`src/rtl/mpu_bus_arbiter.sv`:
```
`default_nettype none
// ============================================================================
// Module      : mpu_bus_arbiter
// Description : Shares one memory bus between an MPU and a DMA engine.
//               DMA_REQ moves IDLE -> HALT; HALT waits for an MPU read cycle
//               (writes are never stalled), then GRANT hands the bus to the
//               DMA one beat per cycle; RELEASE re-presents the stalled MPU
//               address for one cycle before MPU_RDY rises again.
// Ports       : CLK, RES (async, active-high)
//               MPU_R_W/MPU_ABL/MPU_ABH/MPU_DB_OUT in, MPU_RDY out
//               DMA_REQ/DMA_R_W/DMA_ADDR/DMA_DB_OUT in, DMA_GNT out
//               MEM_R_W/MEM_ADDR/MEM_DB_OUT out (muxed bus)
// Options     : ARB_BURST_LIMIT_EN - caps a grant at MAX_BURST beats and,
//               after such a forced release, keeps the MPU on the bus for
//               MIN_GAP IDLE cycles before another request is honoured.
// Revision    : 1.0 - initial release
// ============================================================================
module mpu_bus_arbiter #(
    parameter int MAX_BURST = 8,
    parameter int MIN_GAP   = 4
) (
    input  logic        CLK,
    input  logic        RES,
    input  logic        MPU_R_W,
    input  logic [7:0]  MPU_ABL,
    input  logic [7:0]  MPU_ABH,
    input  logic [7:0]  MPU_DB_OUT,
    output logic        MPU_RDY,
    input  logic        DMA_REQ,
    input  logic        DMA_R_W,
    input  logic [15:0] DMA_ADDR,
    input  logic [7:0]  DMA_DB_OUT,
    output logic        DMA_GNT,
    output logic        MEM_R_W,
    output logic [15:0] MEM_ADDR,
    output logic [7:0]  MEM_DB_OUT
);

    localparam logic [1:0] c_ST_IDLE    = 2'd0;
    localparam logic [1:0] c_ST_HALT    = 2'd1;
    localparam logic [1:0] c_ST_GRANT   = 2'd2;
    localparam logic [1:0] c_ST_RELEASE = 2'd3;

    logic [1:0] r_state;
    logic       w_dma_sel;
    logic       w_burst_done;
    logic       w_gap_open;

`ifdef ARB_BURST_LIMIT_EN
    localparam int c_BEAT_W = (MAX_BURST < 2) ? 1 : $clog2(MAX_BURST + 1);
    localparam int c_GAP_W  = (MIN_GAP < 2) ? 1 : $clog2(MIN_GAP + 1);
    localparam logic [c_BEAT_W-1:0] c_BEAT_LAST = c_BEAT_W'(MAX_BURST - 1);
    localparam logic [c_BEAT_W-1:0] c_BEAT_ONE  = c_BEAT_W'(1);
    localparam logic [c_GAP_W-1:0]  c_GAP_INIT  = c_GAP_W'(MIN_GAP);
    localparam logic [c_GAP_W-1:0]  c_GAP_ONE   = c_GAP_W'(1);

    logic [c_BEAT_W-1:0] r_beats;
    logic [c_GAP_W-1:0]  r_gap;

    // Only beats with DMA_REQ still high are counted, so a request dropped
    // during HALT produces a zero-beat grant.
    assign w_burst_done = DMA_REQ && (r_beats == c_BEAT_LAST);
    // The last gap cycle may already accept a request, giving exactly
    // MIN_GAP IDLE cycles between RELEASE and the next HALT.
    assign w_gap_open   = (r_gap <= c_GAP_ONE);
`else
    logic w_params_unused;

    assign w_params_unused = (MAX_BURST > 0) ^ (MIN_GAP > 0);
    assign w_burst_done    = 1'b0;
    assign w_gap_open      = 1'b1;
`endif

    always_ff @(posedge CLK or posedge RES) begin
        if (RES) begin
            r_state <= c_ST_IDLE;
`ifdef ARB_BURST_LIMIT_EN
            r_beats <= '0;
            r_gap   <= '0;
`endif
        end else begin
            case (r_state)
                c_ST_IDLE: begin
                    if (DMA_REQ && w_gap_open) begin
                        r_state <= c_ST_HALT;
                    end
`ifdef ARB_BURST_LIMIT_EN
                    if (r_gap != '0) begin
                        r_gap <= r_gap - c_GAP_ONE;
                    end
`endif
                end
                // Wait for a read cycle; the MPU only honours RDY on reads.
                c_ST_HALT: begin
                    if (MPU_R_W) begin
                        r_state <= c_ST_GRANT;
                    end
                end
                c_ST_GRANT: begin
`ifdef ARB_BURST_LIMIT_EN
                    if (DMA_REQ) begin
                        r_beats <= r_beats + c_BEAT_ONE;
                    end
`endif
                    if (!DMA_REQ || w_burst_done) begin
                        r_state <= c_ST_RELEASE;
`ifdef ARB_BURST_LIMIT_EN
                        r_beats <= '0;
                        if (w_burst_done) begin
                            r_gap <= c_GAP_INIT;
                        end
`endif
                    end
                end
                c_ST_RELEASE: begin
                    r_state <= c_ST_IDLE;
                end
                default: begin
                    r_state <= c_ST_IDLE;
                end
            endcase
        end
    end

    // One select bit drives both the grant flag and the bus mux, so the two
    // can never disagree.
    assign w_dma_sel  = (r_state == c_ST_GRANT);
    assign DMA_GNT    = w_dma_sel;
    assign MPU_RDY    = (r_state == c_ST_IDLE);
    assign MEM_R_W    = w_dma_sel ? DMA_R_W    : MPU_R_W;
    assign MEM_ADDR   = w_dma_sel ? DMA_ADDR   : {MPU_ABH, MPU_ABL};
    assign MEM_DB_OUT = w_dma_sel ? DMA_DB_OUT : MPU_DB_OUT;

endmodule
`default_nettype wire

```
`config.mk`:
```
export PLATFORM = sky130hd
export DESIGN_NAME = mpu_bus_arbiter
export DESIGN_NICKNAME = d
export VERILOG_FILES = /design/src/rtl/mpu_bus_arbiter.sv
export SDC_FILE = /design/constraint.sdc
export NUM_CORES = 1
export LEC_CHECK = 0
export CORE_MARGIN = 2
export CORE_UTILIZATION = 22
export CTS_BUF_LIST = sky130_fd_sc_hd__clkbuf_2
export DETAILED_ROUTE_END_ITERATION = 6
export GPL_TIMING_DRIVEN = 0
export PLACE_DENSITY = 0.88
export SLEW_MARGIN = 20
export SYNTH_ARGS = -nofsm -noshare
export SYNTH_HDL_FRONTEND = slang
export SYNTH_SLANG_ARGS = --single-unit
```
`constraint.sdc`:
```
create_clock -name CLK -period 1.7 [get_ports CLK]
set_input_delay 0.34 -clock CLK [delete_from_list [all_inputs] [get_ports CLK]]
set_output_delay 0.34 -clock CLK [all_outputs]
set_load 0.01 [all_outputs]
```
# After elaboration in Yosys (flattened, before gate mapping)
# Cells that the tools add are included.
dict set report totals {
  regBits 2
  input_bits 53
}
dict set report classes {
  eq_ne 6
  n_mux 7
  reduce_logical 2
}
# op count
set ops {}
lappend ops {{16-bit 2-to-1 mux} 1}
lappend ops {{8-bit 2-to-1 mux} 1}
lappend ops {{2-bit case mux with 4 select lines} 1}
lappend ops {{2-bit 2-to-1 mux} 3}
lappend ops {{2-bit == test, second input constant} 2}
lappend ops {{2-bit != test, second input constant} 2}
lappend ops {{3-bit AND reduction} 1}
lappend ops {{2-bit by 1-bit == test with 1-bit output, second input constant} 1}
lappend ops {{2-bit logical NOT} 1}
lappend ops {{2-bit by 1-bit != test with 1-bit output, second input constant} 1}
lappend ops {{1-bit 2-to-1 mux} 1}

# Depth between registers and ports, before layout
dict set report depth {
  ltp_word 3
  ltp_mapped 6
}

# Worst setup path before layout
# Ideal clock, no wire load.
dict set report synth_timing {
  path_kind {flip-flop to output port}
  from {register r_state[0]}
  to {output MEM_ADDR[13]}
  arrival_time_ns 1.327
  t_required_ns 1.360
  setup_slack_ns 0.033
  stages_incl_launch_ff 6
  path_buffers 2
  cell_sequence {dfrtp_1 inv_1 ha_1 buf_6 buf_8 mux2_2}
}
dict set report synth_via {
  elab_chain_cells 2
}
# item line
set synth_rtl {}
lappend synth_rtl {{start: declaration} 44} ;# logic [1:0] r_state;
lappend synth_rtl {{start signal: assignment} 76} ;# r_state <= c_ST_IDLE;
lappend synth_rtl {{start signal: assignment} 85} ;# r_state <= c_ST_HALT;
lappend synth_rtl {{start signal: assignment} 96} ;# r_state <= c_ST_GRANT;
lappend synth_rtl {{2-bit == test} 127} ;# assign w_dma_sel = (r_state == c_ST_GRANT);
lappend synth_rtl {{via DMA_GNT} 33} ;# output logic DMA_GNT,
lappend synth_rtl {{16-bit 2-to-1 mux} 131} ;# assign MEM_ADDR = w_dma_sel ? DMA_ADDR : {MPU_ABH, MPU_ABL};
lappend synth_rtl {{end: declaration} 35} ;# output logic [15:0] MEM_ADDR,
# The timed path passes the listed nets, and every way through them passes these cells.

# Worst setup path in the final report
dict set report layout_timing {
  from {register r_state[0]}
  to {output MEM_DB_OUT[2]}
}
dict set report layout_via {
  elab_chain_cells 2
}
# item line
set layout_rtl {}
lappend layout_rtl {{2-bit == test} 127}
lappend layout_rtl {{8-bit 2-to-1 mux} 132} ;# assign MEM_DB_OUT = w_dma_sel ? DMA_DB_OUT : MPU_DB_OUT;
lappend layout_rtl {{end: declaration} 36} ;# output logic [7:0] MEM_DB_OUT
# Every way passes these cells.

==> results.md <==
- First-pass GRT wire length: 3750 µm
- Residual DRC: 0
- Data required time of the worst path: 1.36 ns
- PD cells: roughly 1300 mW/mm²
- Via Count: between 700 and 800
- Most flop-heavy register: r_state
- Yosys top cell area share: 59.8%
- Violated checks: negative setup slack
- Max Cap Violations: 0
- Hold Fails Final Rpt: 0
- Port-buffer cells: 79
- Antenna cells: 0
- Antenna violations before repair: 0
- Fin nets: roughly 190
- Post-Syn Instances: 44
- Avg WL per Cell: between 15 and 20 µm
- Via density: 4.44
- Met1 Use GR: between 20% and 30%
- All-Layer GR Usage: 19.4%
- Leak: 0.709 nW
- Synth cell types: 15
- GRT met3 Usage: 5.06%
- Largest cells by area after synthesis: mux2_2, dfrtp_1, ha_1
- GRT overflow: 0
- Synth Cell Area: 470 µm²
- # IOs: 80
- Die Span Y: 50.2 µm
- Final min period: 1.83 ns
- CTS buffer count: 3
- Layout cells sized above 1: between 50% and 60%
- Core Footprint: 0.00198 mm²
- Fin crit share: 108%
- Max-slew violations: 0
- Power Total: around 2.0 mW
- Worst-Margin Slew: 0.205 ns
- Met2 global-route usage: 30.9%
- Synthesized flop and latch total: 2
- Worst hold path type: in -> async
- Starting Density: 23.7%
- Max frequency: roughly 550 MHz
- Critical Path Fanout Max: 6
- Status: complete, but fails checks
- Hold_buf cts: 0
- Sequential area share after synthesis: 10.6%
- Clk pin slew, worst setup/hold paths: 0.03 ns
- Startpoint types: register
- Largest registers: r_state (2)
- RSZ-0062 raised after global routing: true
- Final worst slack: -0.131 ns
- Max-slew headroom: 85.9%
- Number of global-route vias before repair: 732
- Cell taking the most area after synthesis: mux2_2
- H-tree levels: 1
- Critical path class: reg -> out
- Crit. End Element: output port
- Setup TNS Final: -2.22 ns
- DRT iter0 DRCs: 16
- Max Root-Sink Buffers: 2
- Die width: about 50 µm
- Synthesized area per cell: 10.7 µm²
- CTS tree: built
- Busiest grt layer: met2
- Die ar.: approximately 0.0025 mm²
- CTS Sinks: 2
- Endpoints failing setup: 25
- Antenna viol nets, final: 0
- Worst EP arrival: 1.49 ns
- Detail Placement HPWL: 1780 µm
- Area Growth Syn to Fin: 227%
- Root Buffer: clkbuf_2
- Row cnt: 16
- Syn_nets: 100
- Peak supply drop: around 1.1 mV
- Largest net degree at the start of global routing: 11
- YS warnings: 0
- GP Congestion: 0.710
- Clock Latency Late Sink: 0.19 ns
- Drt pass-1 iters: 4
- WL final: 2570 µm
- Final setup skew: 0.00206 ns
- Max reg flops: 2
## cell usage after synthesis
cell type,count
dfrtp_1,2
buf_2,1
a22oi_1,1
o21ai_0,1
mux2i_1,1
inv_1,3
a31o_1,1
nand2b_1,1
buf_6,1
ha_1,3
buf_8,1
mux2_2,25
o211ai_2,1
a21oi_1,1
nor2_1,1
## kinds of logic (layout without fill, tap and decap cells)
family,count (synthesis),after routing,share of synthesized area (%)
AOI/OAI and AO/OA,5,5,8.24
buffers and inverters,6,97,9.04
muxes,26,26,62.0
and+or+nand+nor,2,2,2.13
DFF,2,2,10.6
adders and majority gates,3,3,7.98
## path summary, 6_finish.rpt
check	endpoint	start	slack [ns]	cells after the start
setup / recovery	MEM_DB_OUT[2]	r_state[0]	-0.13	6
hold / removal	r_state[0]	RES	0.30	2
setup reg to reg	r_state[0]	r_state[0]	0.19	7
hold reg to reg	r_state[1]	r_state[1]	0.74	3
max in group asynchronous	r_state[1]	RES	1.29	2
min in group CLK	r_state[1]	r_state[1]	0.74	3
## critical path, stage by stage, from the launching register on
cell and delay, ns:
dfrtp_1 0.37, inv_2 0.08, ha_4 0.16, buf_8 0.14, buf_8 0.13, mux2_4 0.31, buf_6 0.12
## cells in the final DEF, fill, tap and decap left out
| master | Yosys | layout |
|---|---|---|
| dfrtp_1 | 2 | 2 |
| ha_1 | 3 | 2 |
| clkdlybuf4s50_1 | 0 | 52 |
| dlygate4sd2_1 | 0 | 1 |
| buf_8 | 1 | 3 |
| o211ai_2 | 1 | 1 |
| nand2b_1 | 1 | 1 |
| buf_6 | 1 | 25 |
| a22oi_1 | 1 | 1 |
| inv_1 | 3 | 2 |
| ha_4 | 0 | 1 |
| mux2i_1 | 1 | 1 |
| clkbuf_2 | 0 | 4 |
| nor2_1 | 1 | 1 |
| buf_16 | 0 | 1 |
| a31o_1 | 1 | 1 |
| buf_4 | 0 | 6 |
| inv_2 | 0 | 1 |
| a21oi_1 | 1 | 1 |
| o21ai_0 | 1 | 1 |
| mux2_2 | 25 | 4 |
| buf_12 | 0 | 1 |
| buf_2 | 1 | 1 |
| mux2_4 | 0 | 21 |
## what timing repair did
| action | CTS | global route |
|---|---|---|
| resized for setup | 149 | 9 |
| cloned | 1 | 0 |
| setup buffers | 7 | 1 |
| endpoints found under the hold margin | 0 | 0 |
| setup endpoints to repair | 27 | 25 |
| pin swaps | 1 | 0 |
## layout make-up
type                    count  area [µm²]
repair buffers             88         913
multi-input cells          36         469
fillers                   127         444
flip-flops and latches      2        50.0
plain buffers               3        45.0
well taps                  27        33.8
clock buffers               3        15.0
inverters                   3        11.3
## metrics by stage
step / hold WS [ns] / instances / instance area (µm²) / util [%] / setup WS, ns
6_report: 0.303 / 162 / 1540 / 77.6 / -0.131
5_1_grt: 0.297 / 162 / 1540 / 77.6 / -0.210
4_1_cts: 0.287 / 161 / 1520 / 76.6 / -0.152
3_5_place_dp: 0.500 / 150 / 1290 / 65.3 / -0.461
3_3_place_gp: 0.499 / 150 / 1290 / 65.3 / -0.447
2_1_floorplan: 0.0812 / 44 / 470 / - / 0.0331
## power by group
part	switching [mW]	total (mW)	internal (mW)
clock	0.0247	0.0714	0.0467
combinational	0.639	1.79	1.15
sequential	0.0216	0.0960	0.0744
total	0.686	1.96	1.28
## per-layer routing
layer  share of wire (%)  up-vias  wire, µm
met4                   0        0         0
met2                  44       45      1130
met3                  11        0       272
met5                   0        -         0
li1                    -      344         -
met1                  45      331      1160
Note: power is estimated with default switching activity, not from simulation.
